$ cat src/rtl/tros_meas_sequencer_if.sv
// Control/status bundle between the measurement host logic and the sequencer.
interface tros_meas_sequencer_if #(
    parameter int unsigned GATE_WIDTH = 16
) ();
    logic                  start;
    logic                  abort;
    logic                  continuous;
    logic [GATE_WIDTH-1:0] gate_cycles;
    logic [2:0]            ros_mask;

    logic                  ctr_reset;
    logic                  latch_counter;
    logic                  send_counter;
    logic [1:0]            counter_select;
    logic                  frame_active;
    logic                  busy;
    logic                  done;

    // Host side: issues requests, observes the sequencer.
    modport master (
        output start, abort, continuous, gate_cycles, ros_mask,
        input  ctr_reset, latch_counter, send_counter, counter_select,
               frame_active, busy, done
    );

    // Sequencer side.
    modport slave (
        input  start, abort, continuous, gate_cycles, ros_mask,
        output ctr_reset, latch_counter, send_counter, counter_select,
               frame_active, busy, done
    );
endinterface

$ cat src/rtl/tros_meas_sequencer.sv
// Autonomous clear / gate / latch / readout sequencer for the ring-oscillator array.
module tros_meas_sequencer #(
    parameter int unsigned GATE_WIDTH    = 16,
    parameter int unsigned SETTLE_CYCLES = 4,
    parameter int unsigned LOAD_CYCLES   = 4,
    parameter int unsigned FRAME_BITS    = 24
) (
    input  logic                  clk,
    input  logic                  reset,
    tros_meas_sequencer_if.slave  ctl
);

    localparam int unsigned SHIFT_CYCLES = FRAME_BITS + 3;
    localparam int unsigned SL_MAX = (SETTLE_CYCLES > LOAD_CYCLES) ? SETTLE_CYCLES : LOAD_CYCLES;
    localparam int unsigned PH_MAX = (SL_MAX > SHIFT_CYCLES) ? SL_MAX : SHIFT_CYCLES;
    localparam int unsigned PH_W   = $clog2(PH_MAX + 1);
    localparam int unsigned CNT_W  = (GATE_WIDTH > PH_W) ? GATE_WIDTH : PH_W;

    typedef enum logic [2:0] {
        S_IDLE, S_CLEAR, S_GATE, S_LATCH, S_LOAD, S_SHIFT, S_DONE
    } state_e;

    state_e                state_q, state_d;
    logic [CNT_W-1:0]      cnt_q, cnt_d;
    logic [2:0]            mask_q, mask_d;
    logic [GATE_WIDTH-1:0] gate_q, gate_d;
    logic [2:0]            pend_q, pend_d;
    logic [1:0]            sel_q, sel_d;

    logic                  ctr_reset_q, latch_q, send_q, frame_q, busy_q, done_q;
    logic [1:0]            csel_q;

    logic [1:0]            low_idx;
    logic [2:0]            low_clr;
    logic                  cnt_zero;
    logic [CNT_W-1:0]      gate_load;

    assign cnt_zero  = (cnt_q == '0);
    assign gate_load = (gate_q == '0) ? '0 : CNT_W'(gate_q - GATE_WIDTH'(1));

    // Lowest pending oscillator and the pending set with that bit removed.
    always_comb begin
        low_idx = 2'd0;
        low_clr = pend_q;
        if (pend_q[0]) begin
            low_idx = 2'd0;
            low_clr = pend_q & 3'b110;
        end else if (pend_q[1]) begin
            low_idx = 2'd1;
            low_clr = pend_q & 3'b100;
        end else if (pend_q[2]) begin
            low_idx = 2'd2;
            low_clr = 3'b000;
        end
    end

    // Next-state decision; counters count down and stick at zero.
    always_comb begin
        state_d = state_q;
        cnt_d   = cnt_zero ? '0 : cnt_q - CNT_W'(1);
        mask_d  = mask_q;
        gate_d  = gate_q;
        pend_d  = pend_q;
        sel_d   = sel_q;

        unique case (state_q)
            S_IDLE: begin
                if (ctl.start) begin
                    mask_d = ctl.ros_mask;
                    gate_d = ctl.gate_cycles;
                    if (ctl.ros_mask != 3'b000) begin
                        state_d = S_CLEAR;
                        cnt_d   = CNT_W'(SETTLE_CYCLES - 1);
                        pend_d  = ctl.ros_mask;
                    end else begin
                        state_d = S_DONE;
                    end
                end
            end
            S_CLEAR: begin
                if (cnt_zero) begin
                    state_d = S_GATE;
                    cnt_d   = gate_load;
                end
            end
            S_GATE: begin
                if (cnt_zero) begin
                    state_d = S_LATCH;
                    cnt_d   = CNT_W'(SETTLE_CYCLES - 1);
                end
            end
            S_LATCH, S_SHIFT: begin
                // End of latch settle or of a frame: next oscillator or finish.
                if (cnt_zero) begin
                    if (pend_q != 3'b000) begin
                        state_d = S_LOAD;
                        cnt_d   = CNT_W'(LOAD_CYCLES - 1);
                        sel_d   = low_idx;
                        pend_d  = low_clr;
                    end else begin
                        state_d = S_DONE;
                    end
                end
            end
            S_LOAD: begin
                if (cnt_zero) begin
                    state_d = S_SHIFT;
                    cnt_d   = CNT_W'(SHIFT_CYCLES - 1);
                end
            end
            S_DONE: begin
                if (ctl.continuous) begin
                    state_d = S_CLEAR;
                    cnt_d   = CNT_W'(SETTLE_CYCLES - 1);
                    pend_d  = mask_q;
                end else begin
                    state_d = S_IDLE;
                end
            end
            default: state_d = S_IDLE;
        endcase

        if (ctl.abort) begin
            state_d = S_IDLE;
            cnt_d   = '0;
            pend_d  = 3'b000;
        end
    end

    // State and registered outputs decoded from the upcoming state.
    always_ff @(posedge clk) begin
        if (reset) begin
            state_q     <= S_IDLE;
            cnt_q       <= '0;
            mask_q      <= 3'b000;
            gate_q      <= '0;
            pend_q      <= 3'b000;
            sel_q       <= 2'd0;
            ctr_reset_q <= 1'b0;
            latch_q     <= 1'b0;
            send_q      <= 1'b0;
            csel_q      <= 2'd0;
            frame_q     <= 1'b0;
            busy_q      <= 1'b0;
            done_q      <= 1'b0;
        end else begin
            state_q     <= state_d;
            cnt_q       <= cnt_d;
            mask_q      <= mask_d;
            gate_q      <= gate_d;
            pend_q      <= pend_d;
            sel_q       <= sel_d;
            ctr_reset_q <= (state_d == S_CLEAR);
            latch_q     <= (state_d == S_LATCH) || (state_d == S_LOAD) || (state_d == S_SHIFT);
            send_q      <= (state_d == S_LOAD);
            csel_q      <= ((state_d == S_LOAD) || (state_d == S_SHIFT)) ? sel_d : 2'd0;
            frame_q     <= (state_d == S_LOAD) || (state_d == S_SHIFT);
            busy_q      <= (state_d != S_IDLE);
            done_q      <= (state_d == S_DONE);
        end
    end

    assign ctl.ctr_reset      = ctr_reset_q;
    assign ctl.latch_counter  = latch_q;
    assign ctl.send_counter   = send_q;
    assign ctl.counter_select = csel_q;
    assign ctl.frame_active   = frame_q;
    assign ctl.busy           = busy_q;
    assign ctl.done           = done_q;

endmodule

$ cat src/flat_wrapper.sv
// flat-port wrapper written by rule: the top's interface ports become plain ports
module tros_meas_sequencer_flat 
#(
    parameter int unsigned GATE_WIDTH    = 16,
    parameter int unsigned SETTLE_CYCLES = 4,
    parameter int unsigned LOAD_CYCLES   = 4,
    parameter int unsigned FRAME_BITS    = 24
)
  (clk, reset, ctl_start, ctl_abort, ctl_continuous, ctl_gate_cycles, ctl_ros_mask, ctl_ctr_reset, ctl_latch_counter, ctl_send_counter, ctl_counter_select, ctl_frame_active, ctl_busy, ctl_done);
  tros_meas_sequencer_if #(.GATE_WIDTH(GATE_WIDTH)) ctl_i ();
  input  logic clk;
  input  logic reset;
  input wire logic [$bits(ctl_i.start)-1:0] ctl_start;
  input wire logic [$bits(ctl_i.abort)-1:0] ctl_abort;
  input wire logic [$bits(ctl_i.continuous)-1:0] ctl_continuous;
  input wire logic [$bits(ctl_i.gate_cycles)-1:0] ctl_gate_cycles;
  input wire logic [$bits(ctl_i.ros_mask)-1:0] ctl_ros_mask;
  output wire logic [$bits(ctl_i.ctr_reset)-1:0] ctl_ctr_reset;
  output wire logic [$bits(ctl_i.latch_counter)-1:0] ctl_latch_counter;
  output wire logic [$bits(ctl_i.send_counter)-1:0] ctl_send_counter;
  output wire logic [$bits(ctl_i.counter_select)-1:0] ctl_counter_select;
  output wire logic [$bits(ctl_i.frame_active)-1:0] ctl_frame_active;
  output wire logic [$bits(ctl_i.busy)-1:0] ctl_busy;
  output wire logic [$bits(ctl_i.done)-1:0] ctl_done;
  assign ctl_i.start = ctl_start;
  assign ctl_i.abort = ctl_abort;
  assign ctl_i.continuous = ctl_continuous;
  assign ctl_i.gate_cycles = ctl_gate_cycles;
  assign ctl_i.ros_mask = ctl_ros_mask;
  assign ctl_ctr_reset = ctl_i.ctr_reset;
  assign ctl_latch_counter = ctl_i.latch_counter;
  assign ctl_send_counter = ctl_i.send_counter;
  assign ctl_counter_select = ctl_i.counter_select;
  assign ctl_frame_active = ctl_i.frame_active;
  assign ctl_busy = ctl_i.busy;
  assign ctl_done = ctl_i.done;
  tros_meas_sequencer #(.GATE_WIDTH(GATE_WIDTH), .SETTLE_CYCLES(SETTLE_CYCLES), .LOAD_CYCLES(LOAD_CYCLES), .FRAME_BITS(FRAME_BITS)) u_core (.clk(clk), .reset(reset), .ctl(ctl_i));
endmodule
$ cat config.mk
export PLATFORM = sky130hd
export DESIGN_NAME = tros_meas_sequencer_flat
export DESIGN_NICKNAME = d
export VERILOG_FILES = /design/src/rtl/tros_meas_sequencer_if.sv /design/src/rtl/tros_meas_sequencer.sv /design/src/flat_wrapper.sv
export SDC_FILE = /design/constraint.sdc
export NUM_CORES = 1
export LEC_CHECK = 0
export CAP_MARGIN = 30
export CORE_UTILIZATION = 42
export CTS_CLUSTER_SIZE = 25
export DETAILED_ROUTE_END_ITERATION = 7
export DONT_BUFFER_PORTS = 1
export GPL_TIMING_DRIVEN = 0
export HOLD_SLACK_MARGIN = 0.02
export SYNTH_ARGS = -nofsm -noshare
export SYNTH_HDL_FRONTEND = slang
export SYNTH_SLANG_ARGS = --single-unit
$ cat constraint.sdc
create_clock -name clk -period 4 [get_ports clk]
set_clock_uncertainty 0.05 [all_clocks]
set_input_delay 0.8 -clock clk [delete_from_list [all_inputs] [get_ports clk]]
set_output_delay 0.8 -clock clk [all_outputs]
set_load 0.1 [all_outputs]
Yosys cells after proc, flatten, opt, wreduce, memory -nomap -nowiden
Index checks and enable logic that the tools add are counted.

$add $sub $neg: 2. Equal/unequal tests: 18. Mux-type cells: 35. Bitwise gates (word level): 1. Reduce and logical (&&, ||, !) cells: 17.

Operators by type and width (count): 16-bit two-way mux (10); 16-bit one-hot mux with 6 select lines (1); 3-bit two-way mux (14); 16-bit logical NOT (2); 16-bit by 1-bit subtractor with 16-bit output (second input constant) (2); 3-bit == test (second input constant) (6); 3-bit one-hot mux with 6 select lines (1); 2-bit two-way mux (7); 3-bit nonzero test (4); 3-bit by 2-bit == test with 1-bit output (second input constant) (3); 3-bit one-hot mux with 3 select lines (1); 2-bit inequality test (second input constant) (4); 8-bit AND reduction (1); 7-bit AND reduction (1); 3-bit by 1-bit == test with 1-bit output (second input constant) (2); 2-bit by 1-bit inequality test with 1-bit output (second input constant) (3); 6-bit AND reduction (1); 2-bit OR reduction (3); 3-bit logical NOT (1); 1-bit logical OR (3); 2-bit AND reduction (1); 1-bit two-way mux (1); 1-bit inverter (1).

Bits in registers: 51. Logic and storage cells: 88.

Depth between registers and ports, before layout
Gate-level depths: netlist (run 1).

Depth after elaboration: 9. Gate-level depth with buffers: 8.

Worst setup path before layout (run 1)
Ideal clock, no wire load.

Path kind: in2reg. From: in ctl_start. To: reg u_core.cnt_q[10]. Library setup time: 0.128 ns. Data arrival time: 2.270 ns. Slack: 1.553 ns. Stages: 6. Cell sequence: or4b_2 o22ai_1 nor2_1 buf_2 a22oi_1 nor2_1.

Word-level cells in the longest chain between the ends: 2.

RTL lines: from (decl) (line flat_wrapper.sv:13) `input wire logic [$bits(ctl_i.start)-1:0] ctl_start;`; 16-bit two-way mux (line tros_meas_sequencer.sv:68) `if (ctl.start) begin`; 16-bit one-hot mux with 6 select lines (line tros_meas_sequencer.sv:66) `unique case (state_q)`; to (signal assigned) (line tros_meas_sequencer.sv:148) `cnt_q <= cnt_d;`; to (decl) (line tros_meas_sequencer.sv:24) `logic [CNT_W-1:0] cnt_q, cnt_d;`.

No other way between the ends. A chain may end at the register's enable or synchronous reset.

Worst setup path after layout (run 1)
From: reg u_core.state_q[2]. To: reg u_core.cnt_q[12].

Word-level cells in the longest chain between the ends: 3. Elaborated cells on any way between the ends: 9.

RTL lines: from (decl) (line tros_meas_sequencer.sv:23) `state_e state_q, state_d;`; from (signal assigned) (line tros_meas_sequencer.sv:147) `state_q <= state_d;`; 3-bit by 2-bit == test with 1-bit output or 3-bit == test (tied branches) (line tros_meas_sequencer.sv:66); 2-bit OR reduction (line tros_meas_sequencer.sv:66); 16-bit one-hot mux with 6 select lines (*) (line tros_meas_sequencer.sv:66).

Every way passes the cells marked *; elsewhere a longest branch is shown, timed or not.

==> flow_results.xml, run 1 <==
<?xml version="1.0" encoding="UTF-8"?>
<metrics>
  <group name="run_status">
    <metric name="outcome" unit="">complete, no violations</metric>
  </group>
  <group name="die">
    <metric name="std_cell_rows" unit="">29</metric>
    <metric name="die_w" unit="um">83.9</metric>
    <metric name="core" unit="sq mm">0.00642</metric>
    <metric name="dieArea" unit="sq mm">0.00705</metric>
    <metric name="ios" unit="">32</metric>
    <metric name="die_h" unit="um">83.9</metric>
    <metric name="initial_core_utilization" unit="%">43.9</metric>
  </group>
  <group name="drt">
    <metric name="wire_per_inst" unit="um">15.4</metric>
    <metric name="final_antenna_net_count" unit="">0</metric>
    <metric name="avgViaCountPerCell" unit="">5.62</metric>
    <metric name="drt-initial-drc-count" unit="">187</metric>
    <metric name="wl" unit="um">6660</metric>
    <metric name="remaining_drc_errors" unit="">0</metric>
    <metric name="route.vias.total" unit="">2429</metric>
    <metric name="drt_pass1_iterations" unit="">4</metric>
  </group>
  <group name="logic_synthesis">
    <metric name="synth_compound_area_share" unit="%">18.0</metric>
    <metric name="post_synthesis_mean_instance_area" unit="sq um">8.13</metric>
    <metric name="count_of_flip_flops_with_a_built_in_enable_after_synthesis" unit="">0</metric>
    <metric name="synthCells" unit="">347</metric>
    <metric name="synth_seq_cells" unit="">51</metric>
    <metric name="synth_adder_area_share" unit="%">1.77</metric>
    <metric name="synth.mux.area_fraction" unit="%">2.13</metric>
    <metric name="synth-main-ff-cell" unit="">sky130_fd_sc_hd__dfxtp_1</metric>
    <metric name="post_synthesis_simple_gate_area_fraction" unit="%">27.8</metric>
    <metric name="count_of_synthesis_stage_warnings_from_yosys" unit="">0</metric>
    <metric name="synthesis.area" unit="sq mm">0.00282</metric>
    <metric name="synth_nets" unit="">375</metric>
    <metric name="dominant_combinational_cell_family_by_area_after_synthesis" unit="">simple AND/OR/NAND/NOR gates</metric>
    <metric name="synth_seq_area_share" unit="%">36.2</metric>
    <metric name="synth_xor_area_share" unit="%">8.39</metric>
    <metric name="async_reset_ff_share" unit="%">0</metric>
    <metric name="synth_cell_type_count" unit="">60</metric>
  </group>
  <group name="grt">
    <metric name="grt_start_max_net_pins" unit="">16</metric>
    <metric name="grt_usage" unit="%">19.4</metric>
    <metric name="grt_antenna_before_repair" unit="">0</metric>
    <metric name="global_route_wire_length_before_repair" unit="um">11000</metric>
    <metric name="grt.overflow.total" unit="">0</metric>
    <metric name="grt_util_met1" unit="%">27.9</metric>
    <metric name="globalRoute.busiestLayer" unit="">met2</metric>
    <metric name="grt_pass1_vias" unit="">2198</metric>
    <metric name="globalRouteMet3Util" unit="%">3.17</metric>
    <metric name="grt_util_met2" unit="%">29.6</metric>
  </group>
  <group name="finish">
    <metric name="leading_cell_type_in_the_layout_fill_and_taps_excluded" unit="">sky130_fd_sc_hd__dfxtp_1</metric>
    <metric name="layout-area-overhead-vs-synth" unit="%">7.59</metric>
    <metric name="fin_nets" unit="">382</metric>
    <metric name="finish.utilization" unit="%">47.2</metric>
    <metric name="diodes" unit="">0</metric>
    <metric name="final_cell_mix" unit="">sky130_fd_sc_hd__dfxtp_1 (51), sky130_fd_sc_hd__nand2_1 (49), sky130_fd_sc_hd__nor2_1 (35)</metric>
    <metric name="post_route_cells_drive_above_1_share" unit="%">9.01</metric>
    <metric name="final_cells" unit="">432</metric>
  </group>
  <group name="min_path">
    <metric name="hold_path_depth" unit="">2</metric>
    <metric name="whs_endpoint" unit="">u_core.mask_q[0]$_SDFFE_PP0P_</metric>
    <metric name="hold_path.class" unit="">register to register</metric>
    <metric name="min-delay-start" unit="">u_core.mask_q[0]$_SDFFE_PP0P_</metric>
  </group>
  <group name="setup_path">
    <metric name="crit-reg2reg-capture" unit="">u_core.cnt_q[12]$_SDFF_PP0_</metric>
    <metric name="crit_slowest_cell" unit="">sky130_fd_sc_hd__or4b_2</metric>
    <metric name="critical-path-top-cell-by-count" unit="">sky130_fd_sc_hd__nor2_1</metric>
    <metric name="rrSetupSlack" unit="ns">1.32</metric>
    <metric name="critical-path-max-stage-delay" unit="ns">0.76</metric>
    <metric name="crit_path_cell_trace" unit="">clkbuf_1 &gt; or4b_2 &gt; o22ai_1 &gt; nor2_1 &gt; buf_2 &gt; a22oi_1 &gt; nor2_1</metric>
    <metric name="setup.worst_path.end_class" unit="">register</metric>
    <metric name="cp_data_arrival_time" unit="ns">2.81</metric>
    <metric name="cp_data_required_time" unit="ns">4.13</metric>
    <metric name="r2r-start" unit="">u_core.state_q[2]$_SDFF_PP0_</metric>
    <metric name="critPathMaxFanout" unit="">10</metric>
    <metric name="startpoint_types" unit="">register</metric>
    <metric name="worst_r2r_path_depth" unit="">7</metric>
    <metric name="crit_type" unit="">register to register</metric>
  </group>
  <group name="cts">
    <metric name="cts.repair_timing.setup_buffer_count" unit="">0</metric>
    <metric name="root_buffer" unit="">sky130_fd_sc_hd__clkbuf_8</metric>
    <metric name="clock_insertion_delay_worst_skew" unit="ns">0.30</metric>
    <metric name="ctsHtreeMaxLevel" unit="">2</metric>
    <metric name="number_of_clock_buffers_inserted_by_tritoncts" unit="">5</metric>
    <metric name="worst_setup_hold_path_clk_slew" unit="ns">0.10</metric>
    <metric name="tritoncts_clock_tree" unit="">done</metric>
    <metric name="post_cts_repair_resize_count" unit="">0</metric>
    <metric name="cts_buffer_depth" unit="">2</metric>
    <metric name="holdBufCountCts" unit="">0</metric>
    <metric name="cts.sinks" unit="">51</metric>
  </group>
  <group name="timing">
    <metric name="worst_slew_margin_rel" unit="%">37.0</metric>
    <metric name="timing_hold_violations_final" unit="">0</metric>
    <metric name="report.final.setup_viol" unit="">0</metric>
    <metric name="final-max-slew-violation-count" unit="">0</metric>
    <metric name="fmax" unit="MHz">373</metric>
    <metric name="finalCritPeriodShare" unit="%">67.0</metric>
    <metric name="fin_setup_tns" unit="ns">0</metric>
    <metric name="finalWorstSetupSlack" unit="ns">1.32</metric>
    <metric name="period_minus_slack" unit="ns">2.68</metric>
    <metric name="worst_pin_slew" unit="ns">0.944</metric>
    <metric name="setup_repair_after_global_routing_missed_its_margin" unit="">no</metric>
  </group>
  <group name="placement">
    <metric name="globalplace.congestion" unit="">0.813</metric>
    <metric name="io_buffers" unit="">0</metric>
    <metric name="place_ws" unit="ns">1.19</metric>
    <metric name="post_dp_hpwl" unit="um">4900</metric>
    <metric name="post-place-cells" unit="">424</metric>
  </group>
  <group name="power">
    <metric name="power.ir.vdd_worst" unit="uV">286</metric>
    <metric name="p_leak" unit="nW">1.20</metric>
    <metric name="cellPowerDensity" unit="mW/mm^2">896</metric>
  </group>
  <group name="job">
    <metric name="maxCapViolCount" unit="">0</metric>
  </group>
</metrics>
[sequential cells by signal, summed over array words and instances, names as in the netlist]
name / flops
u_core.pend_q: 3
u_core.gate_q: 16
u_core.ctl.ctr_reset: 1
u_core.sel_q: 2
u_core.cnt_q: 16
u_core.mask_q: 3
u_core.ctl.counter_select: 2
u_core.ctl.done: 1
u_core.ctl.frame_active: 1
u_core.state_q: 3
u_core.ctl.latch_counter: 1
u_core.ctl.send_counter: 1
u_core.ctl.busy: 1
[worst max-delay path: cells and delay by family (launching register included)]
| family | cells | cell delay (ns) |
|---|---|---|
| AOI/OAI and AO/OA | 2 | 0.82 |
| and+or+nand+nor | 3 | 0.94 |
| DFF | 1 | 0.31 |
| buffers and inverters | 2 | 0.43 |
[metal layers]
metal	wire length, um	share of wire (%)
met1	3400	51
met2	2910	44
met3	326	4.9
met4	29	0.44
met5	0	0
[Yosys cell counts (all sizes together) (5+ instances only)]
cell,count,area share [%]
buf,10,2.2
a22oi,11,2.9
clkbuf,15,2.0
nor2,36,4.9
dfxtp,51,36
nand4,5,1.1
inv,11,1.5
a21oi,27,4.8
nor3,10,1.8
mux2i,6,2.1
nand2,49,6.5
xor2,15,4.7
o21ai,5,0.89
o22ai,5,1.1
or4,7,2.0
nor4,13,4.2
xnor2,12,3.7
[layout make-up]
type	count	area (sq um)
Buffer	25	119
Clock buffer	6	82.6
Tap cell	77	96.3
Inverter	11	41.3
Clock inverter	2	35.0
Multi-Input combinational cell	260	1640
Sequential cell	51	1020
Fill cell	633	3390
[logic make-up after synthesis]
logic type / after synthesis
multiplexers: 6
adder cells (fa/ha/maj): 4
AND/OR/NAND/NOR: 148
flip-flops: 51
XOR/XNOR: 27
buffers and inverters: 36
AO/OA/AOI/OAI: 75
[how the worst max path moves through the flow]
stage	from	end	depth (start not counted)
after CTS	u_core.state_q[2]$_SDFF_PP0_	u_core.cnt_q[8]$_SDFF_PP0_	7
after detailed placement	ctl_start	u_core.cnt_q[8]$_SDFF_PP0_	6
after global routing	u_core.state_q[2]$_SDFF_PP0_	u_core.cnt_q[9]$_SDFF_PP0_	7
after floorplan	ctl_start	u_core.cnt_q[10]$_SDFF_PP0_	6
after global placement	ctl_start	u_core.cnt_q[13]$_SDFF_PP0_	6
final	u_core.state_q[2]$_SDFF_PP0_	u_core.cnt_q[12]$_SDFF_PP0_	7
[per-stage QoR]
step,hold slack [ns],total power [W],area (sq um)
6_report,0.407,0.00272,3030
5_1_grt,0.431,0.00293,3030
2_1_floorplan,0.380,0.00205,2820
3_5_place_dp,0.398,0.00234,2920
4_1_cts,0.411,0.00273,3030
3_3_place_gp,0.388,0.00232,2920
[where the power goes]
part	switching (W)	internal (W)	total [W]	leakage, nW
registers	0.000136	0.000607	0.000743	0.416
logic	0.000904	0.000697	0.00160	0.720
clock network	0.000172	0.000203	0.000375	0.0612
(Power assumes the default switching activity.)
==> run 2, diff against run 1 <==
- clock period: 4 -> 2.3 ns (I/O delays scaled with it)
==> run 2 against run 1 <==
Effect of this change:
- cell count grew 1.9%
- sequential share of layout area shrank 1.6 points
- sequential power grew 76%
- routed wire length grew 4.4%
- clock power grew 74%
==> flow_results.xml, run 2 (same netlist as run 1, synthesis figures left out) <==
<?xml version="1.0" encoding="UTF-8"?>
<metrics>
  <group name="die">
    <metric name="dieArea" unit="sq mm">0.00705</metric>
    <metric name="std_cell_rows" unit="">29</metric>
    <metric name="die_w" unit="um">83.9</metric>
    <metric name="initial_core_utilization" unit="%">43.9</metric>
    <metric name="ios" unit="">32</metric>
    <metric name="die_h" unit="um">83.9</metric>
    <metric name="core" unit="sq mm">0.00642</metric>
  </group>
  <group name="timing">
    <metric name="hold-worst-slack" unit="ns">0.162</metric>
    <metric name="final-max-slew-violation-count" unit="">0</metric>
    <metric name="finalCritPeriodShare" unit="%">98.3</metric>
    <metric name="finalWorstSetupSlack" unit="ns">0.0394</metric>
    <metric name="fin_setup_tns" unit="ns">0</metric>
    <metric name="worst_pin_slew" unit="ns">0.944</metric>
    <metric name="timing_hold_violations_final" unit="">0</metric>
    <metric name="report.final.setup_viol" unit="">0</metric>
    <metric name="worst_slew_margin_rel" unit="%">37.0</metric>
    <metric name="setup_repair_after_global_routing_missed_its_margin" unit="">yes</metric>
    <metric name="fmax" unit="MHz">442</metric>
    <metric name="period_minus_slack" unit="ns">2.26</metric>
  </group>
  <group name="setup_path">
    <metric name="cp_data_arrival_time" unit="ns">2.39</metric>
    <metric name="setup.worst_path.end_class" unit="">register</metric>
    <metric name="critPathMaxFanout" unit="">4</metric>
    <metric name="startpoint_types" unit="">register</metric>
    <metric name="crit_type" unit="">register to register</metric>
    <metric name="cp_data_required_time" unit="ns">2.43</metric>
  </group>
  <group name="power">
    <metric name="power.clock.fraction" unit="%">12.7</metric>
    <metric name="power.share.combinational" unit="%">61.9</metric>
    <metric name="p_int" unit="W">0.00291</metric>
    <metric name="cellPowerDensity" unit="mW/mm^2">1610</metric>
    <metric name="power.net_switching" unit="W">0.00224</metric>
    <metric name="p_leak" unit="nW">1.26</metric>
    <metric name="power.ir.vdd_worst" unit="uV">522</metric>
    <metric name="swShare" unit="%">43.5</metric>
    <metric name="power.share.sequential" unit="%">25.4</metric>
  </group>
  <group name="cts">
    <metric name="root_buffer" unit="">sky130_fd_sc_hd__clkbuf_8</metric>
    <metric name="number_of_clock_buffers_inserted_by_tritoncts" unit="">5</metric>
    <metric name="ctsHtreeMaxLevel" unit="">2</metric>
    <metric name="clock_insertion_delay_worst_skew" unit="ns">0.30</metric>
    <metric name="cts_buffer_depth" unit="">2</metric>
    <metric name="worst_setup_hold_path_clk_slew" unit="ns">0.09</metric>
    <metric name="tritoncts_clock_tree" unit="">done</metric>
    <metric name="cts.sinks" unit="">51</metric>
  </group>
  <group name="placement">
    <metric name="place_ws" unit="ns">-0.294</metric>
    <metric name="post_dp_hpwl" unit="um">4900</metric>
    <metric name="globalplace.congestion" unit="">0.813</metric>
    <metric name="io_buffers" unit="">0</metric>
    <metric name="placement.cell_area" unit="sq mm">0.00292</metric>
  </group>
  <group name="finish">
    <metric name="leading_cell_type_in_the_layout_fill_and_taps_excluded" unit="">sky130_fd_sc_hd__nand2_1</metric>
    <metric name="total_of_fill_cells_in_the_finished_design" unit="">630</metric>
    <metric name="diodes" unit="">0</metric>
    <metric name="fin_nets" unit="">390</metric>
    <metric name="final_cell_mix" unit="">sky130_fd_sc_hd__nand2_1 (49), sky130_fd_sc_hd__dfxtp_1 (48), sky130_fd_sc_hd__nor2_1 (35)</metric>
    <metric name="layout-area-overhead-vs-synth" unit="%">13.2</metric>
    <metric name="layout_top_registers" unit="">u_core.cnt_q x16, u_core.gate_q x16</metric>
    <metric name="fin_area" unit="sq mm">0.00319</metric>
    <metric name="post_route_cells_drive_above_1_share" unit="%">16.0</metric>
  </group>
  <group name="drt">
    <metric name="drt_pass1_iterations" unit="">5</metric>
    <metric name="avgViaCountPerCell" unit="">5.72</metric>
    <metric name="wl" unit="um">6960</metric>
    <metric name="final_antenna_net_count" unit="">0</metric>
    <metric name="drt-initial-drc-count" unit="">188</metric>
    <metric name="route.vias.total" unit="">2515</metric>
    <metric name="wire_per_inst" unit="um">15.8</metric>
    <metric name="remaining_drc_errors" unit="">0</metric>
  </group>
  <group name="grt">
    <metric name="grt_pass1_vias" unit="">2239</metric>
    <metric name="global_route_wire_length_before_repair" unit="um">11200</metric>
    <metric name="grt_usage" unit="%">19.7</metric>
    <metric name="grt.overflow.total" unit="">0</metric>
    <metric name="grt_start_max_net_pins" unit="">16</metric>
    <metric name="grt_antenna_before_repair" unit="">0</metric>
  </group>
  <group name="min_path">
    <metric name="hold_path.class" unit="">input port to register</metric>
  </group>
  <group name="run_status">
    <metric name="outcome" unit="">complete, no violations</metric>
  </group>
  <group name="job">
    <metric name="maxCapViolCount" unit="">0</metric>
  </group>
</metrics>
==> run 2: critical path, cell delays in order, from the launching register on <==
cell	delay, ns
sky130_fd_sc_hd__dfxtp_2	0.35
sky130_fd_sc_hd__inv_1	0.08
sky130_fd_sc_hd__ha_1	0.15
sky130_fd_sc_hd__or4b_4	0.49
sky130_fd_sc_hd__buf_4	0.18
sky130_fd_sc_hd__a221o_1	0.33
sky130_fd_sc_hd__a221o_1	0.31
sky130_fd_sc_hd__nand3b_2	0.12
sky130_fd_sc_hd__o211ai_2	0.09
==> run 2: power groups by stage <==
| stage | Combinational, W | Sequential, W | Clock (W) |
|---|---|---|---|
| after detailed placement | 0.00276 | 0.00131 | 0 |
| final | 0.00319 | 0.00131 | 0.000654 |
| after global placement | 0.00274 | 0.00131 | 0 |
| after CTS | 0.00301 | 0.00130 | 0.000672 |
| after global routing | 0.00347 | 0.00133 | 0.000696 |
| after floorplan | 0.00230 | 0.00127 | 0 |
==> run 2: path summary, 6_finish.rpt <==
kind / start / end / slack (ns) / depth (start not counted)
hold / removal: reset / u_core.mask_q[0]$_SDFFE_PP0P_ / 0.16 / 1
hold reg to reg: u_core.mask_q[0]$_SDFFE_PP0P_ / u_core.mask_q[0]$_SDFFE_PP0P_ / 0.41 / 2
setup reg to reg: u_core.cnt_q[0]$_SDFF_PP0_ / u_core.ctl.busy$_SDFF_PP0_ / 0.04 / 8
setup / recovery: u_core.cnt_q[0]$_SDFF_PP0_ / u_core.ctl.busy$_SDFF_PP0_ / 0.04 / 8
==> run 2: through the flow <==
step / power, W / utilization (%) / instances
6_report: 0.00515 / 49.7 / 440
5_1_grt: 0.00549 / 49.7 / 440
4_1_cts: 0.00498 / 48.6 / 441
3_5_place_dp: 0.00407 / 45.4 / 424
3_3_place_gp: 0.00404 / 45.4 / 424
2_1_floorplan: 0.00357 / - / 347
==> run 2: layout make-up <==
cell class	count	area [sq um]	share of cell area, %
multi-input cells	260	1730	54.2
flip-flops and latches	51	1020	32.1
plain buffers	22	101	3.17
well taps	77	96.3	3.02
clock buffers	6	82.6	2.59
repair buffers	11	82.6	2.59
inverters	11	41.3	1.29
clock inverters	2	35.0	1.10
==> run 2: routing by layer <==
| layer | wire length (um) | vias to the layer above | track usage [%] | share of wire, % |
|---|---|---|---|---|
| met2 | 3130 | 82 | 30.4 | 45 |
| met1 | 3430 | 1157 | 28.4 | 49 |
| met3 | 354 | 7 | 3.07 | 5.1 |
| met5 | 0 | - | 0 | 0 |
| met4 | 48 | 0 | 5.49 | 0.69 |
| li1 | - | 1269 | - | - |
==> run 2: timing repair <==
action,CTS,global route
hold buffers,0,0
endpoints found under the hold margin,0,0
pin swaps,5,8
resized for setup,5,18
setup buffers,8,2
cloned,1,0
setup endpoints to repair,30,32
